--- src/rtl/rv32_pkg.sv ---
// Shared RV32I decode constants: opcodes, funct fields and ALU control codes.
package rv32_pkg;

  localparam int unsigned XLEN = 32;

  localparam logic [6:0] OPC_OP     = 7'b0110011;
  localparam logic [6:0] OPC_OP_IMM = 7'b0010011;
  localparam logic [6:0] OPC_LUI    = 7'b0110111;
  localparam logic [6:0] OPC_AUIPC  = 7'b0010111;

  localparam logic [2:0] F3_ADD  = 3'b000;
  localparam logic [2:0] F3_SLL  = 3'b001;
  localparam logic [2:0] F3_SLT  = 3'b010;
  localparam logic [2:0] F3_SLTU = 3'b011;
  localparam logic [2:0] F3_XOR  = 3'b100;
  localparam logic [2:0] F3_SR   = 3'b101;
  localparam logic [2:0] F3_OR   = 3'b110;
  localparam logic [2:0] F3_AND  = 3'b111;

  localparam logic [6:0] F7_BASE = 7'b0000000;
  localparam logic [6:0] F7_ALT  = 7'b0100000;

  typedef enum logic [4:0] {
    ALU_ADD   = 5'b00000,
    ALU_SUB   = 5'b00001,
    ALU_SLL   = 5'b00010,
    ALU_SLT   = 5'b00011,
    ALU_SLTU  = 5'b00100,
    ALU_XOR   = 5'b00101,
    ALU_SRL   = 5'b00110,
    ALU_SRA   = 5'b00111,
    ALU_OR    = 5'b01000,
    ALU_AND   = 5'b01001,
    ALU_ADDI  = 5'b01010,
    ALU_SLTI  = 5'b01011,
    ALU_SLTIU = 5'b01100,
    ALU_XORI  = 5'b01101,
    ALU_ORI   = 5'b01110,
    ALU_ANDI  = 5'b01111,
    ALU_SLLI  = 5'b10001,
    ALU_SRLI  = 5'b10010,
    ALU_SRAI  = 5'b10011
  } alu_ctr_e;

  function automatic logic [XLEN-1:0] sext12(input logic [11:0] v);
    return {{(XLEN-12){v[11]}}, v};
  endfunction

endpackage

--- src/rtl/rv32_alu_decoder.sv ---
// Combinational RV32I decode of OP, OP-IMM, LUI and AUIPC into ALU operands and control.
module rv32_alu_decoder
  import rv32_pkg::*;
(
  input  logic [31:0]     instr,
  input  logic [XLEN-1:0] pc,
  input  logic [XLEN-1:0] rs1_data,
  input  logic [XLEN-1:0] rs2_data,
  output logic [XLEN-1:0] a,
  output logic [XLEN-1:0] b,
  output logic [4:0]      ctr,
  output logic            wb_en,
  output logic            illegal
);

  logic [6:0] opcode;
  logic [2:0] funct3;
  logic [6:0] funct7;
  logic       bad;
  alu_ctr_e   code;

  assign opcode = instr[6:0];
  assign funct3 = instr[14:12];
  assign funct7 = instr[31:25];

  always_comb begin
    a    = '0;
    b    = '0;
    code = ALU_ADD;
    bad  = 1'b1;
    unique case (opcode)
      OPC_OP: begin
        bad = 1'b0;
        a   = rs1_data;
        b   = rs2_data;
        unique case (funct3)
          F3_ADD:  if (funct7 == F7_BASE) code = ALU_ADD;
                   else if (funct7 == F7_ALT) code = ALU_SUB;
                   else bad = 1'b1;
          F3_SR:   if (funct7 == F7_BASE) code = ALU_SRL;
                   else if (funct7 == F7_ALT) code = ALU_SRA;
                   else bad = 1'b1;
          F3_SLL:  begin code = ALU_SLL;  bad = (funct7 != F7_BASE); end
          F3_SLT:  begin code = ALU_SLT;  bad = (funct7 != F7_BASE); end
          F3_SLTU: begin code = ALU_SLTU; bad = (funct7 != F7_BASE); end
          F3_XOR:  begin code = ALU_XOR;  bad = (funct7 != F7_BASE); end
          F3_OR:   begin code = ALU_OR;   bad = (funct7 != F7_BASE); end
          F3_AND:  begin code = ALU_AND;  bad = (funct7 != F7_BASE); end
          default: bad = 1'b1;
        endcase
      end
      OPC_OP_IMM: begin
        bad = 1'b0;
        a   = rs1_data;
        b   = sext12(instr[31:20]);
        unique case (funct3)
          F3_ADD:  code = ALU_ADDI;
          F3_SLT:  code = ALU_SLTI;
          F3_SLTU: code = ALU_SLTIU;
          F3_XOR:  code = ALU_XORI;
          F3_OR:   code = ALU_ORI;
          F3_AND:  code = ALU_ANDI;
          F3_SLL: begin
            b    = {{(XLEN-5){1'b0}}, instr[24:20]};
            code = ALU_SLLI;
            bad  = (funct7 != F7_BASE);
          end
          F3_SR: begin
            b = {{(XLEN-5){1'b0}}, instr[24:20]};
            if (funct7 == F7_BASE) code = ALU_SRLI;
            else if (funct7 == F7_ALT) code = ALU_SRAI;
            else bad = 1'b1;
          end
          default: bad = 1'b1;
        endcase
      end
      OPC_LUI: begin
        bad = 1'b0;
        b   = {instr[31:12], 12'b0};
      end
      OPC_AUIPC: begin
        bad = 1'b0;
        a   = pc;
        b   = {instr[31:12], 12'b0};
      end
      default: bad = 1'b1;
    endcase
    // Illegal encodings hand off zeroed operands regardless of which branch flagged them.
    if (bad) begin
      a    = '0;
      b    = '0;
      code = ALU_ADD;
    end
  end

  assign ctr     = code;
  assign illegal = bad;
  assign wb_en   = !bad && (instr[11:7] != 5'd0);

endmodule

--- src/rtl/decode_issue_stage.sv ---
// Decode stage: regfile read addressing, RV32I decode and ID/EX register with valid/ready and flush.
module decode_issue_stage
  import rv32_pkg::*;
#(
  parameter int unsigned     XLEN     = 32,
  parameter logic [XLEN-1:0] RESET_PC = 32'h0000_0000
) (
  input  logic            clk,
  input  logic            rst_n,
  input  logic            flush,
  input  logic            in_valid,
  output logic            in_ready,
  input  logic [31:0]     in_instr,
  input  logic [XLEN-1:0] in_pc,
  output logic [4:0]      rs1_addr,
  output logic [4:0]      rs2_addr,
  input  logic [XLEN-1:0] rs1_data,
  input  logic [XLEN-1:0] rs2_data,
  output logic            out_valid,
  input  logic            out_ready,
  output logic [XLEN-1:0] out_a,
  output logic [XLEN-1:0] out_b,
  output logic [4:0]      out_alu_ctr,
  output logic [4:0]      out_rd,
  output logic            out_wb_en,
  output logic            out_illegal,
  output logic [XLEN-1:0] out_pc
);

  typedef enum logic {EMPTY = 1'b0, FULL = 1'b1} state_e;

  state_e          state, state_nxt;
  logic            load;
  logic [XLEN-1:0] dec_a, dec_b;
  logic [4:0]      dec_ctr;
  logic            dec_wb_en, dec_illegal;

  assign rs1_addr  = in_instr[19:15];
  assign rs2_addr  = in_instr[24:20];
  assign out_valid = (state == FULL);
  assign in_ready  = !out_valid || out_ready;
  assign load      = in_valid && in_ready && !flush;

  rv32_alu_decoder u_dec (
    .instr    (in_instr),
    .pc       (in_pc),
    .rs1_data (rs1_data),
    .rs2_data (rs2_data),
    .a        (dec_a),
    .b        (dec_b),
    .ctr      (dec_ctr),
    .wb_en    (dec_wb_en),
    .illegal  (dec_illegal)
  );

  always_comb begin
    state_nxt = state;
    if (flush) begin
      state_nxt = EMPTY;
    end else begin
      unique case (state)
        EMPTY: if (load) state_nxt = FULL;
        FULL:  if (out_ready && !load) state_nxt = EMPTY;
        default: state_nxt = EMPTY;
      endcase
    end
  end

  always_ff @(posedge clk or negedge rst_n) begin
    if (!rst_n) begin
      state <= EMPTY;
    end else begin
      state <= state_nxt;
    end
  end

  always_ff @(posedge clk or negedge rst_n) begin
    if (!rst_n) begin
      out_a       <= '0;
      out_b       <= '0;
      out_alu_ctr <= '0;
      out_rd      <= '0;
      out_wb_en   <= 1'b0;
      out_illegal <= 1'b0;
      out_pc      <= RESET_PC;
    end else if (load) begin
      out_a       <= dec_a;
      out_b       <= dec_b;
      out_alu_ctr <= dec_ctr;
      out_rd      <= in_instr[11:7];
      out_wb_en   <= dec_wb_en;
      out_illegal <= dec_illegal;
      out_pc      <= in_pc;
    end
  end

endmodule

--- config.mk ---
export PLATFORM = sky130hd
export DESIGN_NAME = decode_issue_stage
export DESIGN_NICKNAME = d
export VERILOG_FILES = /design/src/rtl/rv32_pkg.sv /design/src/rtl/rv32_alu_decoder.sv /design/src/rtl/decode_issue_stage.sv
export SDC_FILE = /design/constraint.sdc
export NUM_CORES = 1
export LEC_CHECK = 0
export ABC_AREA = 1
export BUFFER_PORTS_ARGS = -buffer_cell sky130_fd_sc_hd__buf_2
export CORE_UTILIZATION = 40
export DETAILED_ROUTE_END_ITERATION = 8
export PLACE_DENSITY = 0.68
export SETUP_SLACK_MARGIN = 0.3
export SYNTH_ARGS = -nofsm -noshare
export SYNTH_HDL_FRONTEND = slang
export SYNTH_HIERARCHICAL = 1
export SYNTH_SLANG_ARGS = --single-unit
--- constraint.sdc ---
create_clock -name clk -period 2 [get_ports clk]
set_clock_uncertainty 0.2 [all_clocks]
set_input_delay 0.2 -clock clk [delete_from_list [all_inputs] [get_ports clk]]
set_output_delay 0.2 -clock clk [all_outputs]
set_load 0.01 [all_outputs]
==> results.ini, run 1 <==
[outcome]
status=finished, final reports clean

[grt]
first_global_vias=6461
pin_count_of_the_biggest_net_entering_global_routing=109
grt_util_all_layers=0.273
grt_antenna_before_repair=3
grt_first_pass_wirelength_mm=33.7
grt_overflow=0

[layout]
finish.net_count=1315
finish.cell_count_without_fillers=1372
final_core_util=0.576
syn_to_final_growth_pct=38.4
final_area_um2=8490
drive_above_1_share=0.264

[yosys]
ys_seq_area_frac=0.444
share_of_synthesized_registers_carrying_an_async_set_or_reset=1.00
post_synth.cell_area_avg_um2=6.69
synth.top_cells.by_count=nand2_1, nand3_1, nor2_1, dfrtp_1, inv_1
post_synthesis_net_count=1050
synth.distinct_cells=18
post-synth-top-area-fraction=0.444
yosysWarnings=6
synth_seq_cells=109
synthMostInstantiatedCell=nand2_1
post-synth-top-area-cell=dfrtp_1
synthesis.instances=917
synth-main-ff-cell=dfrtp_1
synth-edff-count=0
post_synthesis_cell_area_um2=6140
yosys-top-cells-area=dfrtp_1, nand2_1, nand3_1

[timing]
final_period_minus_worst_setup_slack_ns=1.66
timing_worst_slew_pin_value_ns=0.535
maxSlewViolCount=0
slew-limit-headroom=0.643
final_hold_viol_count=0
fin_crit_sh=0.828
setup_violations=0
max_freq_mhz=604
fin_tns_setup_ns=0
unrepaired_setup_endpoints_after_global_routing=no

[power]
ir_worst_vdd_v=0.000395
p_leak_nw=4.89
p_int_mw=3.91
combPwrFrac=0.167
flop_pwr_share=0.445
power.switching_mw=1.43
power.switching_fraction=0.267
power_density_nw_per_um2=629
total_power_mw=5.34
pwr-share-clk=0.388

[critical_path]
timing.rr.end=out_a[19]
timing.rr.start=out_valid
cp.required_ns=2.10
critPathLaunchType=primary input
timing_worst_setup_path_type=primary input to register
top_fanout_value_on_the_critical_path=54
reg2reg_depth=5
crit_arrival_ns=1.75
endpoint_kind=register
reg2reg_slack_ns=0.41

[routing]
drt_iter0_drc=586
dr_vias=6901
wl_mm=21.7
drt-wirelength-per-cell_um=15.8
final_antenna_net_count=0
drtPass1Iterations=6
post_route_drc=0
post_drt_via_cell_ratio=5.03

[min_path]
worst_hold_path_type=primary input to register
worstHoldStart=rs2_data[31]
holdPathStages=5
hold-path-endpoint=out_b[31]

[place]
post-place-cells=1307
detailedPlacementHpwl_mm=14.1
placed_cell_area_um2=7590
globalplace.congestion=0.922
io_buffers=252

[floorplan]
ioPinCount=253
width_of_the_die_um=126
core-area_um2=14800
floorplan.rows=44
die-area_um2=15800
initial_utilization=0.416
chipHeight_um=126

[clock_network]
clock_tree.root_cell=clkbuf_16
numCtsBuffers=9
numClockSinks=109
clock_path_buffers=2
tritoncts=yes
clk_latency_ns=0.36
clk_pin_slew_ns=0.07
htreeDepth=3

[run]
max-cap-violations=0

-- metrics by stage --
stage               setup WS, ns  hold WS [ns]
floorplan                  0.457        -0.296
global placement           0.120        0.0218
finish                     0.343        0.0184
CTS                        0.302       0.00574
detailed placement        0.0626        0.0181
global route               0.311        0.0503
-- cell families (layout without fill, tap and decap cells) --
group | count (synthesis) | count (layout) | synth area share
simple gates | 612 | 613 | 0.412
buf+inv | 157 | 425 | 0.112
flops | 109 | 109 | 0.444
compound gates | 39 | 39 | 0.0318
other cells | 0 | 2 | 0
-- registers in the layout, summed over array words and instances, names as in the netlist --
name	cells
out_pc	32
out_wb_en	1
out_b	32
out_alu_ctr	5
out_illegal	1
out_valid	1
out_a	32
out_rd	5
-- power groups by stage --
stage                     logic [mW]  registers, mW  clock network, mW
final                          0.892           2.38               2.07
after global routing           0.978           2.39               2.21
after CTS                      0.863           2.38               2.10
after detailed placement       0.777           2.42                  0
after global placement         0.776           2.42                  0
after floorplan                0.292           2.47                  0
-- how the worst max path moves through the flow --
stage,startpoint,end,depth (start not counted)
after floorplan,in_instr[3],out_b[15],11
after global placement,in_instr[0],out_a[13],12
after detailed placement,in_instr[0],out_b[17],12
after CTS,flush,out_pc[17],6
after global routing,in_valid,out_pc[4],9
final,in_valid,out_pc[21],8
-- worst max-delay path: stages --
cell	delay, ns
dlygate4sd3_1	0.55
buf_2	0.12
inv_2	0.04
nor2_4	0.18
buf_4	0.15
buf_12	0.24
nand3_1	0.13
nand2_1	0.09
-- per-layer routing --
metal | up-vias | share of wire | GRT usage
met5 | - | 0 | 0
met4 | 0 | 0.035 | 0.127
met3 | 54 | 0.090 | 0.0675
met2 | 376 | 0.46 | 0.450
met1 | 3116 | 0.41 | 0.338
li1 | 3355 | - | -
-- layout make-up --
cell class,count,area (um2)
fillers,1427,6260
multi-input cells,652,2770
flip-flops and latches,109,2730
repair buffers,320,2090
inverters,90,338
well taps,184,230
clock buffers,9,225
clock inverters,6,111
diodes,2,5.00
-- what timing repair did --
| item | 4_1_cts | 5_1_grt |
|---|---|---|
| gates cloned | 2 | 2 |
| endpoints found under the hold margin | 73 | 0 |
| resized for setup | 1 | 7 |
| endpoints found under the setup margin | 1 | 81 |
| pin swaps | 1 | 3 |
| hold buffers | 40 | 0 |
| setup buffers | 0 | 4 |
-- cells in the final DEF (no fill, tap or decap), drive strengths merged --
cell         count
nand2          335
nand3          158
buf            277
bufbuf           2
nor3b            1
dlygate4sd3     40
a21oi            9
clkinv           1
nor2           117
clkbuf          10
bufinv           3
dfrtp          109
nand4            1
clkinvlp         1
nor3             1
diode            2
inv             91
o21ai           30
(Power assumes the default switching activity.)
==> run 2, diff against run 1 <==
--- a/config.mk
+++ b/config.mk
@@ -5,7 +5,7 @@
 export SDC_FILE = /design/constraint.sdc
 export NUM_CORES = 1
 export LEC_CHECK = 0
-export ABC_AREA = 1
+export ABC_AREA = 0
 export BUFFER_PORTS_ARGS = -buffer_cell sky130_fd_sc_hd__buf_2
 export CORE_UTILIZATION = 40
 export DETAILED_ROUTE_END_ITERATION = 8
==> constraint.sdc (replaced) <==
create_clock -name clk -period 1.6 [get_ports clk]
set_clock_uncertainty 0.2 [all_clocks]
set_input_delay 0.16 -clock clk [delete_from_list [all_inputs] [get_ports clk]]
set_output_delay 0.16 -clock clk [all_outputs]
set_load 0.01 [all_outputs]
==> run 2 against run 1 <==
Effect of this change: the flow now finishes with violations (DRC, setup timing); critical endpoint is now out_a[23]; via count is 23% lower; clock power is 6% higher; sequential power is 27% higher.
==> results.ini, run 2 <==
[outcome]
status=finished, violations left
violations=DRC, setup timing

[critical_path]
max_stage_delay_ns=0.38
critical_path_cell_count=5
endpoint_kind=register
top_fanout_value_on_the_critical_path=18
critPathLaunchType=register
crit_arrival_ns=1.86
timing.rr.start=out_valid
cell_type_group_with_the_largest_total_delay_on_the_critical_path=buffers and inverters
crit_path_start=out_valid
bufs_and_invs_on_worst_path=2
critical_path.cell_chain=nor2b_4 -> nor3b_4 -> buf_12 -> buf_12 -> mux2_2
timing_worst_setup_path_type=register to register
most_used_cell_cp=buf_12
cp.required_ns=1.63
critPathSlowestCell=dfrtp_1
reg2reg_depth=5

[floorplan]
width_of_the_die_um=126
die-area_um2=15800
floorplan.rows=44
initial_utilization=0.415
chipHeight_um=126
core-area_um2=14800
ioPinCount=253

[routing]
post_route_drc=12
drt-wirelength-per-cell_um=18.4
drt_iter0_drc=237
final_antenna_net_count=0
drtPass1Iterations=7
post_drt_via_cell_ratio=5.25
wl_mm=18.6
dr_vias=5322

[power]
power_density_nw_per_um2=755
p_leak_nw=4.44
ir_worst_vdd_v=0.000477

[clock_network]
tritoncts=yes
numClockSinks=109
clock_path_buffers=2
numCtsBuffers=9
clk_pin_slew_ns=0.07
htreeDepth=3
clock_tree.root_cell=clkbuf_16
clk_latency_ns=0.36

[yosys]
post_synth.cell_area_avg_um2=11.9
synth-edff-count=0
synth.distinct_cells=43
synthMostInstantiatedCell=dfrtp_1
yosys-top-cells-area=dfrtp_1, mux2_2, nor3_2
synth-main-ff-cell=dfrtp_1
post-synth-top-area-fraction=0.446
synth.top_cells.by_count=dfrtp_1, mux2_2, a21oi_1, nor2b_1, nor3_2
share_of_synthesized_registers_carrying_an_async_set_or_reset=1.00
yosysWarnings=6
post_synthesis_cell_area_um2=6120
post-synth-top-area-cell=dfrtp_1
synthesis.instances=516
post_synthesis_net_count=649
ys_seq_area_frac=0.446
synth_seq_cells=109

[layout]
layout_top_registers=out_a x32, out_b x32, out_pc x32
final_common_cell=buf_2
finish.net_count=957
syn_to_final_growth_pct=49.0
drive_above_1_share=0.616
most-common-layout-cells=buf_2, dfrtp_1, mux2_4, a21oi_1, buf_4
finish.cell_count_without_fillers=1013
final_core_util=0.618
insertedDiodeCount=0

[grt]
grt_overflow=0
first_global_vias=5685
pin_count_of_the_biggest_net_entering_global_routing=36
grt_antenna_before_repair=0
grt_util_all_layers=0.241
grt_first_pass_wirelength_mm=29.9

[run]
max-cap-violations=0

[timing]
setup_violations=108
final.setup.worst_slack_ns=-0.223
fin_crit_sh=1.14
final_hold_viol_count=0
unrepaired_setup_endpoints_after_global_routing=yes
maxSlewViolCount=0
slew-limit-headroom=0.644
max_freq_mhz=549
timing_worst_slew_pin_value_ns=0.535
final_period_minus_worst_setup_slack_ns=1.82

[place]
detailedPlacementHpwl_mm=13.4
post-place-cells=953
io_buffers=252
globalplace.congestion=0.905

[min_path]
worst_hold_path_type=primary input to asynchronous set/reset pin

## run 2: changes by cell type in the layout (fill, tap and decap cells not counted), moves of 17 or more
cell / delta
mux2_4: +91
nor3_2: +30
o21ai_0: -27
nand2_1: -322
buf_4: +29
a21oi_1: +36
inv_1: -65
nand3_1: -155
nor2_1: -105
mux2_2: +17
nor2b_1: +34
## run 2: cells by family (layout without fill, tap and decap cells)
group / Yosys count / count (layout) / share of synthesized area
and+or+nand+nor: 117 / 117 / 0.133
muxes: 113 / 113 / 0.219
DFF: 109 / 109 / 0.446
AOI/OAI and AO/OA: 98 / 98 / 0.126
buffers and inverters: 78 / 391 / 0.0746
xor gates and xnor gates: 1 / 1 / 0.00143
## run 2: power by group
part | leakage [nW] | internal (mW) | total, mW | switching [mW]
sequential | 1.43 | 2.93 | 3.03 | 0.102
combinational | 2.86 | 0.843 | 1.65 | 0.804
clock | 0.146 | 1.18 | 2.20 | 1.02
total | 4.44 | 4.96 | 6.89 | 1.93
## run 2: final cells by class
cell class | count | area [um2]
inverters | 21 | 78.8
repair buffers | 354 | 2370
flip-flops and latches | 109 | 2730
well taps | 184 | 230
multi-input cells | 329 | 3430
clock inverters | 3 | 18.8
clock buffers | 13 | 270
fillers | 1186 | 5640
## run 2: repair_timing
action	4_1_cts	5_1_grt
setup endpoints to repair	109	112
hold endpoints to repair	147	0
resized for setup	10	12
pin swaps	0	1
cloned	0	0
buffers inserted	1	3
hold buffers	40	0
## run 2: worst register-to-register path, stage by stage, from the launching register on
cell	delay, ns
dfrtp_1	0.38
nor2b_4	0.14
nor3b_4	0.22
buf_12	0.21
buf_12	0.20
mux2_2	0.35
## run 2: final timing paths
path / to / slack [ns]
max: out_a[23] / -0.22
min: out_b[2] / 0.06
max reg2reg: out_a[23] / -0.22
min reg2reg: out_b[17] / 0.30
max in group asynchronous: out_a[10] / 0.62
min in group clk: out_b[0] / 0.06
## run 2: per-stage QoR
stage / total power, mW / hold slack, ns / instance area (um2) / TNS [ns] / setup slack, ns
finish: 6.89 / 0.0553 / 9120 / -18.52 / -0.223
global route: 7.19 / 0.0767 / 9120 / -22.89 / -0.262
CTS: 6.92 / 0.0413 / 9040 / -18.82 / -0.216
detailed placement: 4.62 / -0.0971 / 8300 / -39.25 / -0.585
global placement: 4.59 / -0.101 / 8300 / -36.88 / -0.560
floorplan: 3.97 / -0.336 / 6590 / -20.14 / -0.335
## run 2: routing by layer
metal / vias up / track usage / wire [um]
met3: 40 / 0.0510 / 953
met1: 2642 / 0.286 / 7660
met4: 0 / 0.105 / 525
met2: 185 / 0.420 / 9460
met5: - / 0 / 0
li1: 2455 / - / -
